`src/rtl/bin2bcd_pkg.sv`:
```
// Shared types, constants and elaboration helpers for the sequential binary-to-BCD converter.
package bin2bcd_pkg;

  typedef enum logic [1:0] {
    IDLE  = 2'd0,
    SHIFT = 2'd1,
    DONE  = 2'd2
  } state_t;

  localparam logic [3:0] BCD_ADJ_THRESH = 4'd5;
  localparam logic [3:0] BCD_ADJ_ADD    = 4'd3;

  function automatic int unsigned cnt_width(input int unsigned bin_w);
    return $clog2(bin_w + 1);
  endfunction

  // True when DIGITS decimal digits can hold the largest BIN_W-bit value.
  function automatic bit digits_ok(input int unsigned bin_w, input int unsigned digits);
    longint unsigned p10;
    p10 = 64'd1;
    for (int unsigned i = 0; i < digits; i++) begin
      p10 = p10 * 64'd10;
    end
    return p10 > ((64'd1 << bin_w) - 64'd1);
  endfunction

endpackage

```
`src/rtl/bin2bcd_if.sv`:
```
// Start/busy/done handshake plus data bus between the counter, the converter and the 7-segment LUT.
interface bin2bcd_if #(
  parameter int BIN_W  = 8,
  parameter int DIGITS = 3
);
  logic                  start;
  logic [BIN_W-1:0]      binary_in;
  logic                  busy;
  logic                  done;
  logic [4*DIGITS-1:0]   bcd_out;

  modport master (output start, output binary_in, input busy, input done, input bcd_out);
  modport slave  (input start, input binary_in, output busy, output done, output bcd_out);
endinterface

```
`src/rtl/bcd_digit_adj.sv`:
```
// Double-dabble digit correction: adds 3 to a BCD digit of 5 or more before the shift.
module bcd_digit_adj
  import bin2bcd_pkg::*;
(
  input  logic [3:0] i_digit,
  output logic [3:0] o_digit
);

  assign o_digit = (i_digit >= BCD_ADJ_THRESH) ? (i_digit + BCD_ADJ_ADD) : i_digit;

endmodule

```
`src/rtl/bin2bcd_seq.sv`:
```
// Sequential shift-add-3 binary-to-BCD converter, one bit per clock, registered outputs.
// Optional BIN2BCD_AUTO_EN: auto-launch a conversion whenever binary_in differs from the last accepted value.
module bin2bcd_seq
  import bin2bcd_pkg::*;
#(
  parameter int BIN_W  = 8,
  parameter int DIGITS = 3
) (
  input  logic            CLOCK_50,
  input  logic            rst,
  bin2bcd_if.slave        bus
);

  localparam int CNT_W = cnt_width(BIN_W);
  localparam int BCD_W = 4 * DIGITS;

  if (!digits_ok(BIN_W, DIGITS)) begin : g_digits_check
    $fatal(1, "bin2bcd_seq: DIGITS too small for BIN_W");
  end

  state_t             r_state;
  logic [BCD_W-1:0]   r_acc;
  logic [BIN_W-1:0]   r_sr;
  logic [CNT_W-1:0]   r_cnt;
  logic [BCD_W-1:0]   r_bcd_out;
  logic               r_busy;
  logic               r_done;

  logic [BCD_W-1:0]   w_adj;
  logic [BCD_W-1:0]   w_acc_next;
  logic [BIN_W-1:0]   w_sr_next;
  logic               w_start_eff;
  logic               w_unused_msb;

  for (genvar g = 0; g < DIGITS; g++) begin : g_adj
    bcd_digit_adj u_adj (
      .i_digit (r_acc[4*g +: 4]),
      .o_digit (w_adj[4*g +: 4])
    );
  end

  // The adjusted top digit never exceeds 7 while DIGITS is large enough, so its MSB is always shifted out as 0.
  assign w_acc_next   = {w_adj[BCD_W-2:0], r_sr[BIN_W-1]};
  assign w_sr_next    = {r_sr[BIN_W-2:0], 1'b0};
  assign w_unused_msb = w_adj[BCD_W-1];

`ifdef BIN2BCD_AUTO_EN
  logic [BIN_W-1:0]   r_last_bin;

  assign w_start_eff = bus.start | (bus.binary_in != r_last_bin);

  // Remember the most recently accepted input so an unchanged value does not relaunch.
  always_ff @(posedge CLOCK_50) begin
    if (rst) begin
      r_last_bin <= {BIN_W{1'b0}};
    end else if ((r_state != SHIFT) && w_start_eff) begin
      r_last_bin <= bus.binary_in;
    end else begin
      r_last_bin <= r_last_bin;
    end
  end
`else
  assign w_start_eff = bus.start;
`endif

  // Converter FSM: accept in IDLE/DONE, shift BIN_W times, publish the result with a one-cycle done.
  always_ff @(posedge CLOCK_50) begin
    if (rst) begin
      r_state   <= IDLE;
      r_acc     <= {BCD_W{1'b0}};
      r_sr      <= {BIN_W{1'b0}};
      r_cnt     <= {CNT_W{1'b0}};
      r_bcd_out <= {BCD_W{1'b0}};
      r_busy    <= 1'b0;
      r_done    <= 1'b0;
    end else begin
      case (r_state)
        IDLE, DONE: begin
          r_done <= 1'b0;
          if (w_start_eff) begin
            r_acc   <= {BCD_W{1'b0}};
            r_sr    <= bus.binary_in;
            r_cnt   <= {CNT_W{1'b0}};
            r_busy  <= 1'b1;
            r_state <= SHIFT;
          end else begin
            r_busy  <= 1'b0;
            r_state <= IDLE;
          end
        end
        SHIFT: begin
          r_acc <= w_acc_next;
          r_sr  <= w_sr_next;
          r_cnt <= r_cnt + CNT_W'(1);
          if (r_cnt == CNT_W'(BIN_W - 1)) begin
            r_bcd_out <= w_acc_next;
            r_busy    <= 1'b0;
            r_done    <= 1'b1;
            r_state   <= DONE;
          end else begin
            r_busy    <= 1'b1;
            r_done    <= 1'b0;
            r_state   <= SHIFT;
          end
        end
        default: begin
          r_busy  <= 1'b0;
          r_done  <= 1'b0;
          r_state <= IDLE;
        end
      endcase
    end
  end

  assign bus.busy    = r_busy;
  assign bus.done    = r_done;
  assign bus.bcd_out = r_bcd_out;

endmodule
```
`src/flat_wrapper.sv`:
```
// flat-port wrapper written by rule: the top's interface ports become plain ports
module bin2bcd_seq_flat import bin2bcd_pkg::*;
#(
  parameter int BIN_W  = 8,
  parameter int DIGITS = 3
)
  (CLOCK_50, rst, bus_start, bus_binary_in, bus_busy, bus_done, bus_bcd_out);
  bin2bcd_if #(.BIN_W(BIN_W), .DIGITS(DIGITS)) bus_i ();
  input  logic CLOCK_50;
  input  logic rst;
  input wire logic [$bits(bus_i.start)-1:0] bus_start;
  input wire logic [$bits(bus_i.binary_in)-1:0] bus_binary_in;
  output wire logic [$bits(bus_i.busy)-1:0] bus_busy;
  output wire logic [$bits(bus_i.done)-1:0] bus_done;
  output wire logic [$bits(bus_i.bcd_out)-1:0] bus_bcd_out;
  assign bus_i.start = bus_start;
  assign bus_i.binary_in = bus_binary_in;
  assign bus_busy = bus_i.busy;
  assign bus_done = bus_i.done;
  assign bus_bcd_out = bus_i.bcd_out;
  bin2bcd_seq #(.BIN_W(BIN_W), .DIGITS(DIGITS)) u_core (.CLOCK_50(CLOCK_50), .rst(rst), .bus(bus_i));
endmodule
```
`config.mk`:
```
export PLATFORM = sky130hd
export DESIGN_NAME = bin2bcd_seq_flat
export DESIGN_NICKNAME = d
export VERILOG_FILES = /design/src/rtl/bin2bcd_pkg.sv /design/src/rtl/bin2bcd_if.sv /design/src/rtl/bcd_digit_adj.sv /design/src/rtl/bin2bcd_seq.sv /design/src/flat_wrapper.sv
export SDC_FILE = /design/constraint.sdc
export NUM_CORES = 1
export LEC_CHECK = 0
export ABC_AREA = 1
export ABC_CLOCK_PERIOD_IN_PS = 1600
export BUFFER_PORTS_ARGS = -buffer_cell sky130_fd_sc_hd__buf_2
export CAP_MARGIN = 20
export CORE_MARGIN = 1
export CORE_UTILIZATION = 45
export CTS_CLUSTER_SIZE = 8
export DETAILED_ROUTE_END_ITERATION = 8
export MAX_ROUTING_LAYER = met4
export PLACE_DENSITY_LB_ADDON = 0.1
export SYNTH_ARGS = -nofsm -noshare
export SYNTH_HDL_FRONTEND = slang
export SYNTH_HIERARCHICAL = 1
export SYNTH_SLANG_ARGS = --single-unit
```
`constraint.sdc`:
```
create_clock -name CLOCK_50 -period 1.6 [get_ports CLOCK_50]
set_input_delay 0.16 -clock CLOCK_50 [delete_from_list [all_inputs] [get_ports CLOCK_50]]
set_output_delay 0.16 -clock CLOCK_50 [all_outputs]
set_load 0.005 [all_outputs]
```
# After elaboration in Yosys (flattened, before gate mapping)
# Index checks and enable logic that the tools add are counted.
dict set report word_totals {
  ff_bits 40
  input_bits 11
  output_inout_bits 14
}
dict set report classes {
  addsub 4
  n_lt_le_gt_ge 3
  eq_ne 4
  mux 16
  bitwise 1
  reduce_logical 6
}
# op count
set ops {}
lappend ops {{$pmux 12 s2} 1}
lappend ops {{$pmux 8 s2} 1}
lappend ops {{$ge 4x3->1 const B} 3}
lappend ops {{$mux 12} 1}
lappend ops {{$mux 4} 3}
lappend ops {{$add 4x2->4 const B} 2}
lappend ops {{$mux 8} 1}
lappend ops {{$pmux 4 s2} 1}
lappend ops {{$add 4x1->4 const B} 1}
lappend ops {{$eq 4x3->1 const B} 1}
lappend ops {{$mux 1} 4}
lappend ops {{$pmux 2 s2} 1}
lappend ops {{$reduce_and 2->1} 2}
lappend ops {{$reduce_or 2->1} 2}
lappend ops {{$add 3x2->3 const B} 1}
lappend ops {{$mux 3} 1}
lappend ops {{$eq 2x1->1 const B} 1}
lappend ops {{$eq 2x2->1 const B} 1}
lappend ops {{$logic_not 2->1} 1}
lappend ops {{$mux 2} 1}
lappend ops {{$ne 2x2->1 const B} 1}
lappend ops {{$pmux 1 s2} 1}
lappend ops {{$reduce_bool 2->1} 1}
lappend ops {{$not 1->1} 1}

# Logic depth before layout (Yosys ltp)
dict set report logic_depth {
  word_depth 4
  mapped_depth 9
}

# Modules after synthesis
# Netlist, hierarchy kept.
# module instances cells_each area_each_um2 seq_area_each_um2
set by_module_without_submodules {}
lappend by_module_without_submodules {bin2bcd_seq 1 209 1791.7 780.7}
lappend by_module_without_submodules {bcd_digit_adj 3 23 135.1 0.0}

# Worst setup path before layout
# No wires, ideal clock.
dict set report synth_path {
  path_kind {flip-flop to flip-flop}
  from {reg u_core.r_acc[0]}
  to {reg u_core.r_acc[2]}
  t_arrival_ns 1.115
  required_ns 1.465
  setup_slack_ns 0.350
  stages_incl_launch_ff 9
  n_path_buf 0
  period_less_slack_ns 1.250
  path_cell_list {dfxtp_1 > inv_1 > ha_1 > nor2_4 > nor2_4 > nand2_1 > o21ai_2 > nand2_1 > a21oi_2}
}
dict set report synth_between {
  elab_chain_len 3
}
# element line_no
set synth_rtl {}
lappend synth_rtl {{start, declared} bin2bcd_seq.sv:22} ;# logic [BCD_W-1:0] r_acc;
lappend synth_rtl {{start signal, assigned} bin2bcd_seq.sv:70} ;# r_acc <= {BCD_W{1'b0}};
lappend synth_rtl {{start signal, assigned} bin2bcd_seq.sv:81} ;# r_acc <= {BCD_W{1'b0}};
lappend synth_rtl {{start signal, assigned} bin2bcd_seq.sv:92} ;# r_acc <= w_acc_next;
lappend synth_rtl {{$add 4x2->4 or $ge 4x3->1 (tied branches)} bcd_digit_adj.sv:9} ;# assign o_digit = (i_digit >= BCD_ADJ_THRESH) ? (i_digit + BCD_ADJ_ADD) : i_digit;
lappend synth_rtl {{$mux 4 *} bcd_digit_adj.sv:9}
lappend synth_rtl {{net u_core.w_acc_next[2]} bin2bcd_seq.sv:30} ;# logic [BCD_W-1:0] w_acc_next;
lappend synth_rtl {{$pmux 12 s2 *} bin2bcd_seq.sv:77} ;# case (r_state)
# The timed path passes the listed nets; every way through them passes the cells marked *.
# A chain may end at the register's enable or synchronous reset.

# Final worst setup path
dict set report layout_path {
  from {reg u_core.r_acc[4]}
  to {reg u_core.r_acc[8]}
}
# The elaborated chain is that of the path after synthesis.

==> impl_metrics.tcl <==
set metrics [dict create \
    drive_gt1_frac 0.2881 \
    clk_latency_ns 0.29 \
    status "finished, final reports clean" \
    initial_core_util 0.4819 \
    n_antenna_cell 0 \
    p_clk_frac 0.397 \
    die_w_um 71.46 \
    areaGrowthSynthToFinish_pct 8.991 \
    dieArea_um2 5106 \
    first_iter_violations 96 \
    fin_util 0.5253 \
    startpoint_type "flip-flop" \
    whs_path_depth 3 \
    rr_endpoint "u_core/r_acc[8]" \
    final_area_um2 2366 \
    met2_usage 0.3026 \
    slew_headroom 0.7669 \
    p_leak_nw 0.9657 \
    worstHoldEndpoint "u_core/r_sr[0]" \
    fin_tns_setup_ns 0 \
    die_h_um 71.46 \
    dp_slack_ns 0.2299 \
    io_buffers 24 \
    power_mw 1.992 \
    finalCriticalPeriod_ns 1.406 \
    switching_share 0.2430 \
    io_pins 25 \
    grt_setup_unrepaired "false" \
    synth_nets 291 \
    rrSetupSlack_ns 0.19 \
    synth_warnings 6 \
    cts_setup_buffers 0 \
    fin_worst_skew_ns 0.009325 \
    cp-end-kind "flip-flop" \
    p_comb_frac 0.095 \
    antenna_found_initial 0 \
    r2r_start "u_core/r_acc[4]" \
    min_from "bus_binary_in[0]" \
    hold_viol 0 \
    worstSetupPathType "flip-flop to flip-flop" \
    post_cts_resize_count 0 \
    rows 24 \
    nets 313 \
    power_frac_seq 0.508 \
    synth_area_per_cell_um2 7.952 \
    drcViolationCount 0 \
    grtUsageMet1 0.2544 \
    grt_pass1_vias 1691 \
    ant_nets 0 \
    wl_um 4303 \
    core_area_um2 4504 \
    fmax_ghz 0.7111 \
    vias 1782 \
    cts_sinks 39 \
    setup_viol 0 \
    cts_tree "built" \
    grt_overflow 0 \
    fin_crit_sh 0.8789 \
    syn-cell-area_um2 2171 \
    setup_slack_ns 0.1937 \
    maxCapViolations 0 \
    routed_via_density 5.135 \
    cts_buffers 5 \
    syn_inst 273 \
    cts.path.max_buffers 2 \
    first_pass_iters 4 \
    p_per_area_nw_per_um2 841.9 \
    crit_fanout 5 \
    post_drt_wl_per_cell_um 12.40 \
    dpl.hpwl_um 2933 \
    met3_usage 0.04782 \
    grt_max_degree 28 \
    maxSlewViolCount 0 \
    postPlaceCellArea_um2 2260 \
    ir_drop_v 0.0003468 \
    hp-class "input pin to flip-flop" \
    grt.busiest_layer "met2" \
    p_sw_mw 0.4841 \
    gp_congestion 0.7213 \
    p_int_mw 1.508 \
    tightest_slew_ns 0.3496 \
    required_ns 1.83 \
    rr_worst_depth 7 \
    hold_buffers 0 \
    root_buffer "clkbuf_8" \
    clk_pin_slew_worst_paths_ns 0.08 \
    cp.arrival_ns 1.64 \
    grt_usage 0.1984 \
    htreeDepth 2 \
    grt_pass1_wl_um 7693 \
]
[power by group through the flow]
| stage | logic [mW] | registers, mW | clock network [mW] |
|---|---|---|---|
| 2_1_floorplan | 0.173 | 1.03 | 0 |
| 3_3_place_gp | 0.191 | 1.03 | 0 |
| 3_5_place_dp | 0.190 | 1.03 | 0 |
| 4_1_cts | 0.190 | 1.01 | 0.820 |
| 5_1_grt | 0.208 | 1.01 | 0.861 |
| 6_report | 0.189 | 1.01 | 0.792 |
[critical path, cell delays in order (launching register included)]
cell and delay, ns:
dfxtp_1 0.40, inv_1 0.09, ha_1 0.25, nor2_4 0.16, nor2_4 0.07, a21oi_2 0.14, nand2_1 0.09, a21oi_2 0.14
[area by class of cell]
type | instances | area (µm²)
clock buffer | 5 | 68.82
clock inverter | 2 | 37.54
multi-input combinational | 195 | 1155
sequential | 39 | 780.7
inverter | 25 | 101.3
fill | 443 | 2138
tap | 52 | 65.06
timing repair buffer | 29 | 157.7
[metrics by stage]
stage | cells | hold slack (ns)
3_3_place_gp | 340 | 0.4164
2_1_floorplan | 273 | 0.3071
5_1_grt | 347 | 0.1179
3_5_place_dp | 340 | 0.4287
4_1_cts | 347 | 0.1086
6_report | 347 | 0.1151
[placed cells by master (no fill, tap or decap), drive strengths merged]
cell      instances
ha                7
o21ai            10
clkinv            1
clkbuf            5
nor2             26
nand2            61
inv              24
a21oi            26
clkinvlp          1
buf              29
nand3            65
bufinv            1
dfxtp            39
[sequential cells by signal, indices dropped and copies added, names as in the netlist]
name                cells
u_core/r_sr             8
u_core/r_state          2
u_core/bus.bcd_out     12
u_core/r_acc           12
u_core/bus.done         1
u_core/r_cnt            4
[per-layer routing]
layer / vias to the layer above / wire [µm]
li1: 937 / -
met1: 798 / 2203
met2: 39 / 1871
met3: 8 / 167
met4: 0 / 61
met5: - / 0
[how the worst max path moves through the flow]
stage	from	endpoint	slack, ns	cells past startpoint
2_1_floorplan	u_core/r_acc[0]	u_core/r_acc[2]	0.35	8
3_3_place_gp	u_core/r_acc[4]	u_core/r_acc[8]	0.19	7
3_5_place_dp	u_core/r_acc[4]	u_core/r_acc[8]	0.23	7
4_1_cts	u_core/r_acc[4]	u_core/r_acc[8]	0.19	7
5_1_grt	u_core/r_acc[4]	u_core/r_acc[5]	0.03	7
6_report	u_core/r_acc[4]	u_core/r_acc[8]	0.19	7
(Power assumes the default switching activity.)
